**src/rtl/reg8_file_pkg.sv**
```systemverilog
// rtl/reg8_file_pkg.sv - shared sizes and types for the reg8_file register file
package reg8_file_pkg;

    localparam int DATA_W = 8;
    localparam int SEL_W  = 4;
    localparam int NREGS  = 8;

    typedef logic [DATA_W-1:0] data_t;
    typedef logic [SEL_W-1:0]  sel_t;

endpackage

```
**src/rtl/reg8_file_cell.sv**
```systemverilog
// rtl/reg8_file_cell.sv - one storage register with synchronous clear and load
module reg8_file_cell
    import reg8_file_pkg::*;
(
    input  logic  clk,
    input  logic  clr,
    input  logic  wr,
    input  data_t d,
    output data_t q
);

    // Clear wins over a load in the same cycle.
    always_ff @(posedge clk) begin
        if (clr) begin
            q <= '0;
        end else if (wr) begin
            q <= d;
        end
    end

endmodule

```
**src/rtl/reg8_file.sv**
```systemverilog
// rtl/reg8_file.sv - NREGS x DATA_W register file, sync write, async read; REG8_FILE_BYPASS_EN adds write-through
module reg8_file
    import reg8_file_pkg::*;
(
    input  logic  clk,
    input  logic  clr,
    input  logic  en,
    input  sel_t  wsel,
    input  sel_t  rsel,
    input  data_t d,
    output data_t q
);

    localparam int IDX_W = (NREGS > 1) ? $clog2(NREGS) : 1;

    data_t regs [NREGS];
    logic  rsel_ok;

    for (genvar i = 0; i < NREGS; i++) begin : g_cell
        logic wr;
        assign wr = en & (32'(wsel) == i);

        reg8_file_cell u_cell (
            .clk (clk),
            .clr (clr),
            .wr  (wr),
            .d   (d),
            .q   (regs[i])
        );
    end

    assign rsel_ok = 32'(rsel) < NREGS;

`ifdef REG8_FILE_BYPASS_EN
    logic bypass;
    assign bypass = !clr && en && (wsel == rsel) && rsel_ok;
`endif

    always_comb begin
        q = '0;
        if (rsel_ok) begin
            q = regs[rsel[IDX_W-1:0]];
        end
`ifdef REG8_FILE_BYPASS_EN
        // Forward the pending write so a same-index read sees it before the edge.
        if (bypass) begin
            q = d;
        end
`endif
    end

endmodule

```
**config.mk**
```make
export PLATFORM = sky130hd
export DESIGN_NAME = reg8_file
export DESIGN_NICKNAME = d
export VERILOG_FILES = /design/src/rtl/reg8_file_pkg.sv /design/src/rtl/reg8_file_cell.sv /design/src/rtl/reg8_file.sv
export SDC_FILE = /design/constraint.sdc
export NUM_CORES = 1
export LEC_CHECK = 0
export CAP_MARGIN = 0
export CELL_PAD_IN_SITES_DETAIL_PLACEMENT = 0
export CELL_PAD_IN_SITES_GLOBAL_PLACEMENT = 1
export CORE_MARGIN = 4
export CORE_UTILIZATION = 45
export DETAILED_ROUTE_END_ITERATION = 10
export HOLD_SLACK_MARGIN = 0.1
export PLACE_DENSITY_LB_ADDON = 0.05
export SLEW_MARGIN = 10
export SYNTH_ARGS = -nofsm -noshare
export SYNTH_HDL_FRONTEND = slang
export SYNTH_SLANG_ARGS = --single-unit
```
**constraint.sdc**
```tcl
create_clock -name clk -period 2.7 [get_ports clk]
set_input_delay 0.27 -clock clk [delete_from_list [all_inputs] [get_ports clk]]
set_output_delay 0.27 -clock clk [all_outputs]
set_load 0.005 [all_outputs]
```
==> results of run 1 <==
-- layer usage --
metal	vias to the layer above	part of all wire
met1	1299	0.45
met4	0	0.018
met5	-	0
met2	43	0.50
met3	13	0.037
li1	1272	-
-- stage by stage --
step | total power, mW | utilization
floorplan | 1.10 | -
global placement | 1.18 | 0.509
detailed placement | 1.18 | 0.509
CTS | 2.27 | 0.550
global route | 2.33 | 0.550
finish | 2.26 | 0.550
-- worst min-delay path by stage --
stage                           from                     to  slack (ns)  depth (start not counted)
6_report                         clr  g_cell[3].u_cell.q[5]        0.30                          2
5_1_grt                          clr  g_cell[2].u_cell.q[5]        0.31                          2
2_1_floorplan  g_cell[2].u_cell.q[7]  g_cell[2].u_cell.q[7]        0.45                          2
4_1_cts                          clr  g_cell[1].u_cell.q[6]        0.28                          2
3_3_place_gp   g_cell[7].u_cell.q[4]  g_cell[7].u_cell.q[4]        0.46                          2
3_5_place_dp   g_cell[6].u_cell.q[5]  g_cell[6].u_cell.q[5]        0.46                          2
-- cell families after synthesis --
family          after synthesis  share of synthesized area
mux                          24                      0.154
simple gates                 84                      0.142
buf+inv                      46                     0.0738
compound gates              128                      0.210
flops                        64                      0.420
-- critical path, cell delays in order --
cell and delay (ns):
clkdlybuf4s50_1 0.50, buf_12 0.18, mux4_1 0.55, mux2i_1 0.15, nor2_1 0.07, clkdlybuf4s50_1 0.46
-- report_power, final --
part,switching [mW],leakage (nW),total [mW],internal (mW)
Combinational,0.126,0.547,0.194,0.0680
Clock,0.373,0.136,1.10,0.729
Sequential,0.00496,0.517,0.961,0.956
-- layout by cell type, fill, tap and decap left out, types with 2 or more instances in the layout --
| master | netlist | final |
|---|---|---|
| a21oi_1 | 64 | 64 |
| mux4_1 | 8 | 8 |
| mux2i_1 | 8 | 8 |
| nor2_1 | 9 | 9 |
| dfxtp_1 | 64 | 64 |
| o21ai_0 | 57 | 57 |
| o21ai_1 | 7 | 7 |
| bufinv_16 | 0 | 4 |
| buf_4 | 1 | 11 |
| nand2b_1 | 2 | 2 |
| mux4_2 | 8 | 8 |
| nor2b_1 | 2 | 2 |
| nand3_1 | 64 | 64 |
| clkinv_2 | 0 | 2 |
| clkbuf_8 | 1 | 10 |
| clkdlybuf4s50_1 | 0 | 25 |
-- final cells by class --
class                   count  area, sq um  area share
clock buffers              10          138      0.0387
clock inverters             6          130      0.0366
multi-input cells         236         1550       0.436
flip-flops and latches     64         1280       0.361
well taps                  77         96.3      0.0271
repair buffers             38          358       0.101
==> results.py, run 1 <==
metrics = {
    "routing": {
        "dr.pass1.iters": 4,
        "vias": 2627,
        "drc_errors": 0,
        "ant_nets": 0,
        "drt-total-wl_mm": 8.57,
        "routed_via_density": 6.10,
        "wire_per_inst_um": 19.9,
        "drt_iter0_drc": 131,
    },
    "worst_setup_path": {
        "cp_max_fo": 16,
        "worst_setup_path_start_kind": "input port",
        "cp-startpoint": "rsel[2]",
        "cp.required_ns": 2.43,
        "r2r-end": "g_cell[3].u_cell.q[3]",
        "endpoint": "q[0]",
        "r2r_cells": 2,
        "worst_ep_arrival_time_ns": 2.21,
        "crit_type": "in -> out",
        "r2r_setup_slack_ns": 2.03,
        "r2r-start": "g_cell[3].u_cell.q[3]",
        "end_kind": "output port",
    },
    "clock_network": {
        "clk_latency_ns": 0.34,
        "root_buffer": "clkbuf_8",
        "cts_setup_buffers": 0,
        "clock_path_buffers": 2,
        "cts_buffers": 9,
        "cts_tree": "yes",
        "clk_pin_slew_ns": 0.07,
        "htree_levels": 3,
        "cts_resized": 0,
        "cts.sinks": 64,
        "cts.hold.buffers_added": 0,
    },
    "layout": {
        "drive_gt1_frac": 0.110,
        "nFillCells": 608,
        "final_cells": 431,
        "largestRegisters": "g_cell.u_cell.q x64",
        "top_register": "g_cell.u_cell.q",
        "fin_area_sq_um": 3550,
        "syn_to_final_growth_pct": 16.5,
        "largest_register_ffs": 64,
        "nets": 368,
        "diodes": 0,
    },
    "timing": {
        "fin_hold_ws_ns": 0.302,
        "relSlewSlack": 0.518,
        "layout_worst_path_cycle_share": 0.918,
        "hold_viol": 0,
        "rsz0062_at_grt": "no",
        "fmax_ghz": 0.404,
        "setup_violations": 0,
        "slew_viol_final": 0,
        "fin_skew_ns": 0,
        "layout_setup_ws_ns": 0.222,
        "finalSetupTns_ns": 0,
        "worstMarginPinSlew_ns": 0.723,
        "min_period_ns": 2.48,
    },
    "yosys": {
        "synthCells": 346,
        "synthDominantCellAreaShare": 0.420,
        "synth-seq-cells": 64,
        "synth.net_count": 365,
        "synth_common_cells": "64 x a21oi_1, 64 x dfxtp_1, 64 x nand3_1",
        "ys_seq_area_frac": 0.420,
        "netlist_top_cells_area": "dfxtp_1 42%, a21oi_1 11%, nand3_1 11%",
        "ys_types": 26,
        "yosys.area.top_type": "dfxtp_1",
        "synth-edff-count": 0,
        "async_flop_share": 0,
        "synth_warnings": 0,
        "ys.flop_type": "dfxtp_1",
        "syn_area_sq_um": 3050,
        "avgSynthCellArea_sq_um": 8.82,
    },
    "grt": {
        "met1_usage": 0.273,
        "grt_pass1_vias": 2642,
        "grt_use_met3": 0.0375,
        "grt_busiest_layer": "met2",
        "grt_max_degree": 33,
        "grt_overflow": 0,
        "antenna_found_initial": 0,
        "use_met2": 0.370,
        "grt.total_usage": 0.217,
        "grt_pass1_wl_mm": 14.0,
    },
    "floorplan": {
        "rows": 29,
        "core-area_sq_um": 6460,
        "dieWidth_um": 90.3,
        "die_h_um": 90.3,
        "dieArea_sq_um": 8160,
        "pin_count": 27,
        "start_util": 0.472,
    },
    "placement": {
        "dp_slack_ns": 0.214,
        "port_buffers": 26,
        "dp_cells": 415,
        "dp_hpwl_mm": 4.85,
        "placed_area_sq_um": 3290,
        "gp_congestion": 0.694,
    },
    "power": {
        "max-vdd-ir-drop_uv": 357,
        "power_density_nw_per_um2": 635,
        "leakage_nw": 1.20,
    },
    "hold_path": {
        "min_path_type": "in -> reg",
    },
    "outcome": {
        "status": "finished clean",
    },
    "job": {
        "cap_viol_max_count": 0,
    },
}
No activity file was read; power rests on OpenSTA's default activity.
==> run 2, diff against run 1 <==
Settings changed: HOLD_SLACK_MARGIN 0.1 to unset.
==> results of run 2 <==
The final DEF is identical to that of run 1; final timing and power are the same.
